==> src/rtl/ps2_pkg.sv <==
// Shared types and constants for the PS/2 device-to-host frame receiver.
// Holds the frame FSM state encoding, parity-mode codes and a frame-length helper.
package ps2_pkg;

    typedef enum logic [1:0] {
        ST_IDLE   = 2'd0,
        ST_DATA   = 2'd1,
        ST_PARITY = 2'd2,
        ST_STOP   = 2'd3
    } ps2_state_t;

    localparam int PAR_EVEN = 0;
    localparam int PAR_ODD  = 1;
    localparam int PAR_NONE = 2;

    // Falling clock edges per frame: start + data + optional parity + stop.
    function automatic int ps2_frame_len(input int data_w, input int parity_mode);
        return data_w + 2 + ((parity_mode != PAR_NONE) ? 1 : 0);
    endfunction

endpackage

==> src/rtl/ps2_rx_frame_edge_filt.sv <==
// Pin synchroniser and PS2_CLK glitch filter; emits a one-cycle strobe on each
// filtered falling clock edge together with the synchronised data level.
module ps2_edge_filt #(
    parameter int SYNC_STAGES = 2,
    parameter int FILT_LEN    = 4
) (
    input  logic clk,
    input  logic rst_n,
    input  logic ps2_clk,
    input  logic ps2_dat,
    output logic fe,
    output logic dat
);

    localparam int CNT_W = (FILT_LEN > 1) ? $clog2(FILT_LEN) : 1;

    logic [SYNC_STAGES-1:0] clk_sync_reg;
    logic [SYNC_STAGES-1:0] dat_sync_reg;
    logic                   clk_filt_reg;
    logic [CNT_W-1:0]       filt_cnt_reg;
    logic                   fe_reg;
    logic                   clk_smp;

    assign clk_smp = clk_sync_reg[SYNC_STAGES-1];

    always_ff @(posedge clk or negedge rst_n) begin
        if (!rst_n) begin
            clk_sync_reg <= '1;
            dat_sync_reg <= '1;
        end else begin
            clk_sync_reg <= {clk_sync_reg[SYNC_STAGES-2:0], ps2_clk};
            dat_sync_reg <= {dat_sync_reg[SYNC_STAGES-2:0], ps2_dat};
        end
    end

    // The counter tracks a run of samples disagreeing with the filtered level;
    // any agreeing sample restarts the run, so short glitches never propagate.
    always_ff @(posedge clk or negedge rst_n) begin
        if (!rst_n) begin
            clk_filt_reg <= 1'b1;
            filt_cnt_reg <= '0;
            fe_reg       <= 1'b0;
        end else if (clk_smp != clk_filt_reg) begin
            if (filt_cnt_reg == CNT_W'(FILT_LEN - 1)) begin
                clk_filt_reg <= clk_smp;
                filt_cnt_reg <= '0;
                fe_reg       <= clk_filt_reg & ~clk_smp;
            end else begin
                filt_cnt_reg <= filt_cnt_reg + CNT_W'(1);
                fe_reg       <= 1'b0;
            end
        end else begin
            filt_cnt_reg <= '0;
            fe_reg       <= 1'b0;
        end
    end

    assign fe  = fe_reg;
    assign dat = dat_sync_reg[SYNC_STAGES-1];

endmodule

==> src/rtl/ps2_rx_frame.sv <==
// PS/2 device-to-host frame receiver: frame FSM, data shifter, inter-edge
// watchdog and a one-entry valid/ready holding buffer with status pulses.
module ps2_rx_frame
    import ps2_pkg::*;
#(
    parameter int DATA_W      = 8,
    parameter int PARITY_MODE = 1,
    parameter int SYNC_STAGES = 2,
    parameter int FILT_LEN    = 4,
    parameter int TIMEOUT_CYC = 5000
) (
    input  logic              CLKOUT,
    input  logic              RST_N,
    input  logic              PS2_CLK,
    input  logic              PS2_DAT,
    output logic [DATA_W-1:0] DATA,
    output logic              VALID,
    input  logic              READY,
    output logic              PAR_ERR,
    output logic              FRM_ERR,
    output logic              OVERRUN,
    output logic              TIMEOUT
);

    localparam int   WD_W       = $clog2(TIMEOUT_CYC + 1);
    localparam int   CNT_W      = $clog2(DATA_W + 1);
    localparam logic PAR_TARGET = (PARITY_MODE == PAR_ODD);

    logic fe;
    logic dat;

    ps2_edge_filt #(
        .SYNC_STAGES(SYNC_STAGES),
        .FILT_LEN   (FILT_LEN)
    ) u_edge_filt (
        .clk    (CLKOUT),
        .rst_n  (RST_N),
        .ps2_clk(PS2_CLK),
        .ps2_dat(PS2_DAT),
        .fe     (fe),
        .dat    (dat)
    );

    ps2_state_t        state_reg, state_next;
    logic [CNT_W-1:0]  cnt_reg, cnt_next;
    logic [DATA_W-1:0] shift_reg, shift_next;
    logic              pbit_reg, pbit_next;
    logic [WD_W-1:0]   wdog_reg, wdog_next;
    logic              par_err_reg, par_err_next;
    logic              frm_err_reg, frm_err_next;
    logic              tmo_reg, tmo_next;
    logic              pend_reg, pend_next;
    logic [DATA_W-1:0] pend_data_reg, pend_data_next;
    logic [DATA_W-1:0] data_reg;
    logic              valid_reg;
    logic              ovr_reg;
    logic              par_ok;

    assign par_ok = (PARITY_MODE == PAR_NONE) || (((^shift_reg) ^ pbit_reg) == PAR_TARGET);

    always_ff @(posedge CLKOUT or negedge RST_N) begin
        if (!RST_N) begin
            state_reg     <= ST_IDLE;
            cnt_reg       <= '0;
            shift_reg     <= '0;
            pbit_reg      <= 1'b0;
            wdog_reg      <= '0;
            par_err_reg   <= 1'b0;
            frm_err_reg   <= 1'b0;
            tmo_reg       <= 1'b0;
            pend_reg      <= 1'b0;
            pend_data_reg <= '0;
        end else begin
            state_reg     <= state_next;
            cnt_reg       <= cnt_next;
            shift_reg     <= shift_next;
            pbit_reg      <= pbit_next;
            wdog_reg      <= wdog_next;
            par_err_reg   <= par_err_next;
            frm_err_reg   <= frm_err_next;
            tmo_reg       <= tmo_next;
            pend_reg      <= pend_next;
            pend_data_reg <= pend_data_next;
        end
    end

    always_comb begin
        state_next     = state_reg;
        cnt_next       = cnt_reg;
        shift_next     = shift_reg;
        pbit_next      = pbit_reg;
        wdog_next      = '0;
        par_err_next   = 1'b0;
        frm_err_next   = 1'b0;
        tmo_next       = 1'b0;
        pend_next      = 1'b0;
        pend_data_next = pend_data_reg;

        if (state_reg != ST_IDLE) begin
            wdog_next = wdog_reg + WD_W'(1);
        end

        if (fe) begin
            wdog_next = '0;
            case (state_reg)
                ST_IDLE: begin
                    if (!dat) begin
                        state_next = ST_DATA;
                        cnt_next   = '0;
                    end
                end
                ST_DATA: begin
                    // LSB arrives first, so after DATA_W shifts it sits in bit 0.
                    shift_next = {dat, shift_reg[DATA_W-1:1]};
                    cnt_next   = cnt_reg + CNT_W'(1);
                    if (cnt_reg == CNT_W'(DATA_W - 1)) begin
                        state_next = (PARITY_MODE == PAR_NONE) ? ST_STOP : ST_PARITY;
                    end
                end
                ST_PARITY: begin
                    pbit_next  = dat;
                    state_next = ST_STOP;
                end
                ST_STOP: begin
                    state_next = ST_IDLE;
                    cnt_next   = '0;
                    if (!dat) begin
                        frm_err_next = 1'b1;
                    end else if (!par_ok) begin
                        par_err_next = 1'b1;
                    end else begin
                        pend_next      = 1'b1;
                        pend_data_next = shift_reg;
                    end
                end
                default: state_next = ST_IDLE;
            endcase
        end else if ((state_reg != ST_IDLE) && (wdog_next == WD_W'(TIMEOUT_CYC))) begin
            state_next = ST_IDLE;
            cnt_next   = '0;
            wdog_next  = '0;
            tmo_next   = 1'b1;
        end
    end

    // A completed frame is offered to the buffer one cycle after its stop edge.
    always_ff @(posedge CLKOUT or negedge RST_N) begin
        if (!RST_N) begin
            data_reg  <= '0;
            valid_reg <= 1'b0;
            ovr_reg   <= 1'b0;
        end else begin
            ovr_reg <= 1'b0;
            if (pend_reg) begin
                if (!valid_reg || READY) begin
                    data_reg  <= pend_data_reg;
                    valid_reg <= 1'b1;
                end else begin
                    ovr_reg <= 1'b1;
                end
            end else if (valid_reg && READY) begin
                valid_reg <= 1'b0;
            end
        end
    end

    assign DATA    = data_reg;
    assign VALID   = valid_reg;
    assign PAR_ERR = par_err_reg;
    assign FRM_ERR = frm_err_reg;
    assign OVERRUN = ovr_reg;
    assign TIMEOUT = tmo_reg;

endmodule

==> config.mk <==
export PLATFORM = sky130hd
export DESIGN_NAME = ps2_rx_frame
export DESIGN_NICKNAME = d
export VERILOG_FILES = /design/src/rtl/ps2_pkg.sv /design/src/rtl/ps2_rx_frame_edge_filt.sv /design/src/rtl/ps2_rx_frame.sv
export SDC_FILE = /design/constraint.sdc
export NUM_CORES = 1
export LEC_CHECK = 0
export BUFFER_PORTS_ARGS = -buffer_cell sky130_fd_sc_hd__buf_4
export CORE_MARGIN = 2
export CORE_UTILIZATION = 50
export CTS_BUF_LIST = sky130_fd_sc_hd__clkbuf_2
export CTS_CLUSTER_SIZE = 40
export DETAILED_ROUTE_END_ITERATION = 10
export PLACE_DENSITY = 0.7
export SLEW_MARGIN = 20
export SYNTH_ARGS = -nofsm -noshare
export SYNTH_HDL_FRONTEND = slang
export SYNTH_SLANG_ARGS = --single-unit
==> constraint.sdc <==
create_clock -name CLKOUT -period 2.2 [get_ports CLKOUT]
set_clock_uncertainty 0.2 [all_clocks]
set_input_delay 0.22 -clock CLKOUT [delete_from_list [all_inputs] [get_ports CLKOUT]]
set_output_delay 0.22 -clock CLKOUT [all_outputs]
set_load 0.02 [all_outputs]
# Word-level counts from Yosys, hierarchy flattened
# Index checks and enable logic that the tools add are counted.
dict set report word_totals {
  ff_bits 58
  out_inout_bits 13
}
dict set report op_classes {
  addsub 3
  eq_ne 11
  mux 34
  n_bitwise 3
  n_reduce_logical 17
}
# cell count
set op_table {}
lappend op_table {{$mux 13} 3}
lappend op_table {{$mux 1} 20}
lappend op_table {{$add 13x1->13 const B} 1}
lappend op_table {{$eq 13x13->1 const B} 1}
lappend op_table {{$mux 2} 6}
lappend op_table {{$mux 4} 3}
lappend op_table {{$pmux 4 s3} 1}
lappend op_table {{$reduce_and 2->1} 5}
lappend op_table {{$pmux 2 s4} 1}
lappend op_table {{$reduce_xor 8->1} 1}
lappend op_table {{$eq 2x2->1 const B} 3}
lappend op_table {{$ne 3x3->1 const B} 2}
lappend op_table {{$reduce_and 3->1} 2}
lappend op_table {{$reduce_bool 2->1} 3}
lappend op_table {{$add 4x1->4 const B} 1}
lappend op_table {{$eq 4x3->1 const B} 1}
lappend op_table {{$ne 4x4->1 const B} 1}
lappend op_table {{$reduce_and 4->1} 1}
lappend op_table {{$add 2x1->2 const B} 1}
lappend op_table {{$eq 2x1->1 const B} 1}
lappend op_table {{$logic_and 1x1->1} 2}
lappend op_table {{$logic_not 2->1} 1}
lappend op_table {{$ne 2x1->1 const B} 1}
lappend op_table {{$and 1x1->1} 1}
lappend op_table {{other kinds (5)} 5}

# Longest topological paths before layout
# Gate-level depths: netlist of the first run.
dict set report depth {
  word_depth 6
  depth_mapped 9
  depth_no_buf 8
}

# Hierarchy
# From an unflattened synthesis of the first run, not the netlist that was laid out.
dict set report unflattened {
  cells_unflattened 229
  hier_area_um2 2666.3
}
# mod instances cells_each area_each_um2
set modules_own_cells {}
lappend modules_own_cells {ps2_rx_frame 1 213 2389.8}
lappend modules_own_cells {ps2_edge_filt 1 16 276.5}

# Worst setup path before layout of the first run
# Ideal clock, no wire load.
dict set report synth_path {
  kind {register to register}
  from {reg wdog_reg[0]}
  to {reg wdog_reg[12]}
  setup_time_ns 0.139
  t_arrival_ns 1.908
  required_ns 1.861
  slack_ns -0.048
  path_stages_with_launch 8
  synth_period_minus_slack_ns 2.248
  path_cell_list {dfrtp_1 -> ha_1 -> nand2_2 -> o21a_1 -> a2111oi_4 -> nand2b_2 -> o41ai_4 -> nor2_1}
}
dict set report synth_via {
  elab_chain_len 6
}
# element line_no
set synth_rtl {}
lappend synth_rtl {{from (decl)} ps2_rx_frame.sv:48} ;# logic [WD_W-1:0] wdog_reg, wdog_next;
lappend synth_rtl {{from (signal assigned)} ps2_rx_frame.sv:78} ;# wdog_reg <= wdog_next;
lappend synth_rtl {{$add 13x1->13 (*)} ps2_rx_frame.sv:100} ;# wdog_next = wdog_reg + WD_W'(1);
lappend synth_rtl {{$mux 13 (*)} ps2_rx_frame.sv:99} ;# if (state_reg != ST_IDLE) begin
lappend synth_rtl {{$eq 13x13->1} ps2_rx_frame.sv:138} ;# end else if ((state_reg != ST_IDLE) && (wdog_next == WD_W'(TIMEOUT_CYC))) begin
lappend synth_rtl {{$logic_and 1x1->1} ps2_rx_frame.sv:138}
lappend synth_rtl {{$mux 13 (*)} ps2_rx_frame.sv:138}
lappend synth_rtl {{$mux 13 (*)} ps2_rx_frame.sv:103} ;# if (fe) begin
lappend synth_rtl {{named net wdog_next[12]} ps2_rx_frame.sv:48}
# Mark *: on every way through the listed nets, which the timed path passes. The rest lies on a longest branch.
# A chain may end at the register's enable or synchronous reset.

# Worst setup path in the final report of the first run
# Ends and elaborated chain as after synthesis.

==> results of run 1 <==
==> worst max-delay path by stage <==
stage / start / endpoint / slack [ps] / cells after the start
floorplan: wdog_reg[0]$_DFF_PN0_ / wdog_reg[12]$_DFF_PN0_ / 30 / 7
global placement: shift_reg[6]$_DFFE_PN0P_ / pend_data_reg[0]$_DFFE_PN0P_ / 40 / 6
detailed placement: wdog_reg[0]$_DFF_PN0_ / wdog_reg[3]$_DFF_PN0_ / -10 / 8
CTS: shift_reg[6]$_DFFE_PN0P_ / pend_data_reg[6]$_DFFE_PN0P_ / 0.9 / 6
global route: state_reg[0]$_DFFE_PN0P_ / wdog_reg[12]$_DFF_PN0_ / -50 / 9
finish: wdog_reg[0]$_DFF_PN0_ / wdog_reg[12]$_DFF_PN0_ / 70 / 8
==> layer usage <==
layer	share of wire (%)	vias to the layer above
met1	47	906
met2	46	30
li1	-	899
met5	0	-
met4	3.4	0
met3	3.5	16
==> logic make-up after synthesis <==
logic type	count (synthesis)
xor gates and xnor gates	20
adders and majority gates	9
buffers and inverters	18
muxes	26
AOI/OAI and AO/OA	31
DFF	58
and+or+nand+nor	67
==> placed cells by master (no fill, tap or decap), types with 4 or more instances in the layout <==
| master | synthesis | final |
|---|---|---|
| clkbuf_2 | 0 | 10 |
| buf_4 | 1 | 37 |
| nand2_1 | 15 | 15 |
| ha_1 | 9 | 8 |
| nor3_1 | 10 | 9 |
| inv_1 | 12 | 12 |
| xnor2_1 | 14 | 13 |
| o21ai_0 | 7 | 5 |
| mux2_2 | 25 | 25 |
| dfstp_2 | 5 | 5 |
| dlygate4sd3_1 | 0 | 4 |
| dfrtp_1 | 53 | 52 |
| xor2_1 | 6 | 6 |
| nor2_1 | 20 | 19 |
==> per-stage QoR <==
step / total power, uW / hold WS, ps / utilization (%)
final: 2210 / 96.2 / 63.5
after global routing: 2330 / 120 / 63.5
after CTS: 2180 / 105 / 61.4
after detailed placement: 1470 / 120 / 57.9
after global placement: 1460 / 121 / 57.9
after floorplan: 1350 / -276 / -
==> area by class of cell <==
class | instances | area (sq um)
clock inverter | 6 | 66.3
tap | 70 | 87.6
fill | 403 | 1890
timing repair buffer | 42 | 329
multi-input combinational | 153 | 1250
sequential | 58 | 1460
inverter | 12 | 45.0
clock buffer | 10 | 50.0
==> timing repair <==
| item | CTS | global route |
|---|---|---|
| setup endpoints to repair | 14 | 24 |
| cloned | 0 | 0 |
| setup buffers | 2 | 5 |
| hold endpoints to repair | 62 | 0 |
| hold buffers | 4 | 0 |
| resized for setup | 2 | 16 |
==> where the power goes <==
group / leakage [uW] / switching [uW] / internal (uW)
combinational: 0.000712 / 191 / 170
sequential: 0.000788 / 41.5 / 1120
clock: 0.0000646 / 414 / 268
total: 0.00157 / 647 / 1560
==> results.yml, run 1 <==
global_routing:
  gr-total-overflow: 0
  use_met3_pct: 3.72
  first_global_vias: 1777
  use_met1_pct: 21.7
  antenna_found_initial: 0
  top_usage_layer: "met2"
  grt_max_degree: 59
  use_met2_pct: 25.4
  grt_pass1_wl_microns: 7930
  grt_use_total_pct: 16.8
yosys:
  synth_top_family_by_area: "simple AND/OR/NAND/NOR gates"
  yosysTopAreaCell: "dfrtp_1"
  yosys.area_share.adder_pct: 4.16
  netlist_area_sq_mm: 0.00271
  ys_types: 45
  yosys_warnings: 0
  synth_area_leaders: "dfrtp_1, mux2_2, dfstp_2, xnor2_1, ha_1"
  syn_avg_cell_area_sq_um: 11.8
  synth_seq_cells: 58
  muxShareOfSynthArea_pct: 10.8
  synth_commonest_cells: "dfrtp_1, mux2_2, nor2_1, nand2_1, xnor2_1"
  yosys.area_share.simple_pct: 12.8
  syn-num-nets: 243
  synth_most_common_cell: "dfrtp_1"
  synth-edff-count: 0
  synth_top_area_share_pct: 49.0
  synth_xor_area_share_pct: 6.47
  syn_inst: 229
  async_flop_share_pct: 100
  synth_compound_area_share_pct: 9.05
  synth_ff_type: "dfrtp_1"
  seq_area_frac_synth_pct: 53.8
job:
  cap_violations: 0
critical_path:
  startpoint_type: "register"
  crit_arrival_ps: 2310
  critPathMaxFanout: 9
  cp.required_ps: 2370
  crit_family: "compound AO/OA/AOI/OAI gates"
  rr_endpoint: "wdog_reg[12]$_DFF_PN0_"
  crit_chain: "ha_4 > nand2_4 > o21a_1 > a2111oi_4 > nand2b_2 > o41ai_4 > buf_6 > nor2_1"
  critPathMaxStageDelay_ps: 430
  path_buf_inv: 1
  crit-reg2reg-launch: "wdog_reg[0]$_DFF_PN0_"
  regToRegSetupSlack_ps: 70
  reg2reg_depth: 8
  worst-setup-path-type: "register to register"
  cp_slowest_cell: "dfrtp_1"
  end_kind: "register"
sta:
  finalSetupViolCount: 0
  slew_headroom_pct: 53.6
  finalSetupTns_ps: 0
  rsz0062_at_grt: "yes"
  worst_pin_slew_ps: 696
  finalMaxSlewViolations: 0
  timing.final.ws_setup_ps: 66.4
  hold_viol: 0
  timing.fmax_mhz: 469
  post-route-period-util_pct: 97.0
  finalCriticalPeriod_ps: 2130
route:
  route.detailed.drc: 0
  routedWlPerCell_microns: 13.6
  vias: 1851
  drtAntennaViolNets: 0
  dr.pass1.iters: 4
  drt_iter0_markers: 119
  drt_wl_total_microns: 4780
  viasPerCell: 5.27
cells_and_area:
  antennaDiodeCount: 0
  area_delta_synth_final_pct: 21.2
  final_cells: 351
  nets: 290
  largest_reg_flops: 13
  finalInstanceArea_sq_mm: 0.00328
  layout-drive-gt1-share_pct: 37.4
clocking:
  clk_latency_ps: 480
  htree_levels: 3
  clockBufferDepth: 2
  cts_buffers: 9
  cts.sinks: 58
  clockRootBuffer: "clkbuf_2"
  cts_tree: "done"
  cts.clk_slew.worst_paths_ps: 180
floorplan:
  fp.dieArea_sq_mm: 0.00602
  core_area_sq_mm: 0.00517
  die_w_microns: 77.6
  io_pins: 18
  rows: 26
  die_h_microns: 77.6
  initial_utilization_pct: 52.4
place:
  place_ws_ps: -13.0
  dp_hpwl_microns: 3090
  place.port_buffers: 17
  placedCellCount: 324
  placed_area_sq_mm: 0.00299
  gp_congestion: 0.791
pwr:
  vdd_ir_drop_max_v: 0.000574
  powerDensity_mw_per_mm2: 673
  p_leak_uw: 0.00157
run_status:
  status: "complete, no violations"
hold_path:
  holdCritPathClass: "input pin to async pin"
No activity file was read; power rests on OpenSTA's default activity.
==> run 2: changes to the inputs <==
==> constraint.sdc (replaced) <==
create_clock -name CLKOUT -period 2.2 [get_ports CLKOUT]
set_clock_uncertainty 0.2 [all_clocks]
set_input_delay 0.11 -clock CLKOUT [delete_from_list [all_inputs] [get_ports CLKOUT]]
set_output_delay 0.11 -clock CLKOUT [all_outputs]
set_load 0.02 [all_outputs]
==> run 2 against run 1 <==
  * Sequential share of layout area down 0.67 points
  * Largest power group unchanged
  * Hold slack worse by 26 ps
  * Worst setup slack better by 2.3 ps
  * Core utilization up 0.97 points
  * Flip-flop and latch count unchanged
  * Critical path depth unchanged
  * Count of clock-buffer cells in the layout unchanged
  * Combinational power up 3%
  * Global-route usage up 0.15 points
  * Routed wire length up 3.4%
  * Total power up 0.50%
==> results.yml, run 2 (same netlist as run 1, synthesis figures left out) <==
global_routing:
  grt_max_degree: 49
  grt_pass1_wl_microns: 7990
  first_global_vias: 1781
  grt_use_total_pct: 16.9
  antenna_found_initial: 0
  gr-total-overflow: 0
cells_and_area:
  nets: 294
  fill_cells: 397
  final_util_pct: 64.4
  layout-drive-gt1-share_pct: 37.2
  multi_input_area_sq_mm: 0.00125
  finalInstanceArea_sq_mm: 0.00333
  area_delta_synth_final_pct: 23.0
  antennaDiodeCount: 0
  final_cell_mix: "dfrtp_1, buf_4, mux2_2"
  layout_commonest_cell: "dfrtp_1"
  largest_reg_flops: 13
  seq_area_sq_mm: 0.00146
critical_path:
  path_buf_inv: 1
  cp.required_ps: 2370
  rr_endpoint: "wdog_reg[12]$_DFF_PN0_"
  startpoint_type: "register"
  critPathMaxStageDelay_ps: 430
  worst-setup-path-type: "register to register"
  critPathMaxFanout: 9
  reg2reg_depth: 8
  crit_family: "compound AO/OA/AOI/OAI gates"
  regToRegSetupSlack_ps: 70
  crit_chain: "ha_4 > nand2_4 > o21a_1 > a2111oi_4 > nand2b_2 > o41ai_4 > buf_6 > nor2_1"
  end_kind: "register"
  cp_slowest_cell: "dfrtp_1"
  crit-reg2reg-launch: "wdog_reg[0]$_DFF_PN0_"
  crit_arrival_ps: 2300
floorplan:
  fp.dieArea_sq_mm: 0.00602
  io_pins: 18
  die_h_microns: 77.6
  initial_utilization_pct: 52.4
  core_area_sq_mm: 0.00517
  die_w_microns: 77.6
  rows: 26
run_status:
  status: "complete, no violations"
route:
  dr.pass1.iters: 4
  vias: 1849
  drt_wl_total_microns: 4940
  route.detailed.drc: 0
  routedWlPerCell_microns: 13.9
  drt_iter0_markers: 133
  drtAntennaViolNets: 0
  viasPerCell: 5.21
sta:
  post-route-period-util_pct: 96.9
  finalMaxSlewViolations: 0
  finalSetupTns_ps: 0
  finalSetupViolCount: 0
  worst_pin_slew_ps: 484
  timing.final.ws_setup_ps: 68.6
  finalCriticalPeriod_ps: 2130
  timing.fmax_mhz: 469
  hold_viol: 0
  slew_headroom_pct: 67.7
  rsz0062_at_grt: "yes"
place:
  place.port_buffers: 17
  dp_hpwl_microns: 3090
  gp_congestion: 0.791
  placed_area_sq_mm: 0.00299
  place_ws_ps: -13.0
hold_path:
  whs_endpoint: "u_edge_filt.clk_sync_reg[0]$_DFF_PN1_"
  holdCritPathClass: "input pin to register"
  hold_depth: 2
  holdCritStartpoint: "PS2_CLK"
pwr:
  p_leak_uw: 0.00159
  vdd_ir_drop_max_v: 0.000576
  fin_total_pwr_uw: 2220
  powerDensity_mw_per_mm2: 666
clocking:
  clockRootBuffer: "clkbuf_2"
  cts.sinks: 58
  clk_latency_ps: 480
  cts_tree: "done"
  clockBufferDepth: 2
  cts.clk_slew.worst_paths_ps: 170
  cts_buffers: 9
  htree_levels: 3
job:
  cap_violations: 0
## run 2: cell count changes in the layout (fill, tap and decap cells not counted), sizes merged
| cell | before | now |
|---|---|---|
| dlygate4sd3 | 4 | 7 |
| buf | 38 | 39 |
## run 2: cell type report
cell class / instances / area share [%]
Inverter: 12 / 1.35
Clock inverter: 6 / 1.99
Tap cell: 70 / 2.63
Clock buffer: 10 / 1.50
Multi-Input combinational cell: 153 / 37.4
Timing Repair Buffer: 46 / 11.4
Sequential cell: 58 / 43.8
## run 2: routing by layer
metal / track usage [%] / routed length [microns] / vias up
met3: 3.72 / 161 / 16
met5: 0 / 0 / -
met1: 22.2 / 2370 / 902
li1: - / - / 903
met4: 10.7 / 164 / 0
met2: 25.3 / 2240 / 28
## run 2: worst max path at each step
stage	startpoint	end	slack [ps]	cells past startpoint
2_1_floorplan	wdog_reg[0]$_DFF_PN0_	wdog_reg[12]$_DFF_PN0_	30	7
3_3_place_gp	shift_reg[6]$_DFFE_PN0P_	pend_data_reg[0]$_DFFE_PN0P_	40	6
3_5_place_dp	wdog_reg[0]$_DFF_PN0_	wdog_reg[3]$_DFF_PN0_	-10	8
4_1_cts	shift_reg[6]$_DFFE_PN0P_	pend_data_reg[6]$_DFFE_PN0P_	0.9	6
5_1_grt	state_reg[0]$_DFFE_PN0P_	wdog_reg[12]$_DFF_PN0_	-50	9
6_report	wdog_reg[0]$_DFF_PN0_	wdog_reg[12]$_DFF_PN0_	70	8
## run 2: worst reg2reg max path, cell delays in order (launching register included)
cell       delay (ps)
dfrtp_1           430
ha_4              170
nand2_4            70
o21a_1            220
a2111oi_4         350
nand2b_2          130
o41ai_4           230
buf_6             180
nor2_1             50
## run 2: metrics by stage
step	instances	hold slack, ps
3_3_place_gp	324	11.2
4_1_cts	347	-49.4
3_5_place_dp	324	9.60
2_1_floorplan	229	-386
6_report	355	70.5
5_1_grt	355	9.55
## run 2: repair_timing
item                                   4_1_cts  5_1_grt
pin swaps                                    0        0
hold buffers                                 5        3
endpoints found under the hold margin       62        9
setup endpoints to repair                   14       24
resized for setup                            2       16
buffers inserted                             2        5
## run 2: power by group
part | internal [uW] | switching, uW | leakage (uW)
Combinational | 177 | 194 | 0.000734
Clock | 268 | 416 | 0.0000646
Sequential | 1120 | 41.7 | 0.000788
Total | 1570 | 651 | 0.00159
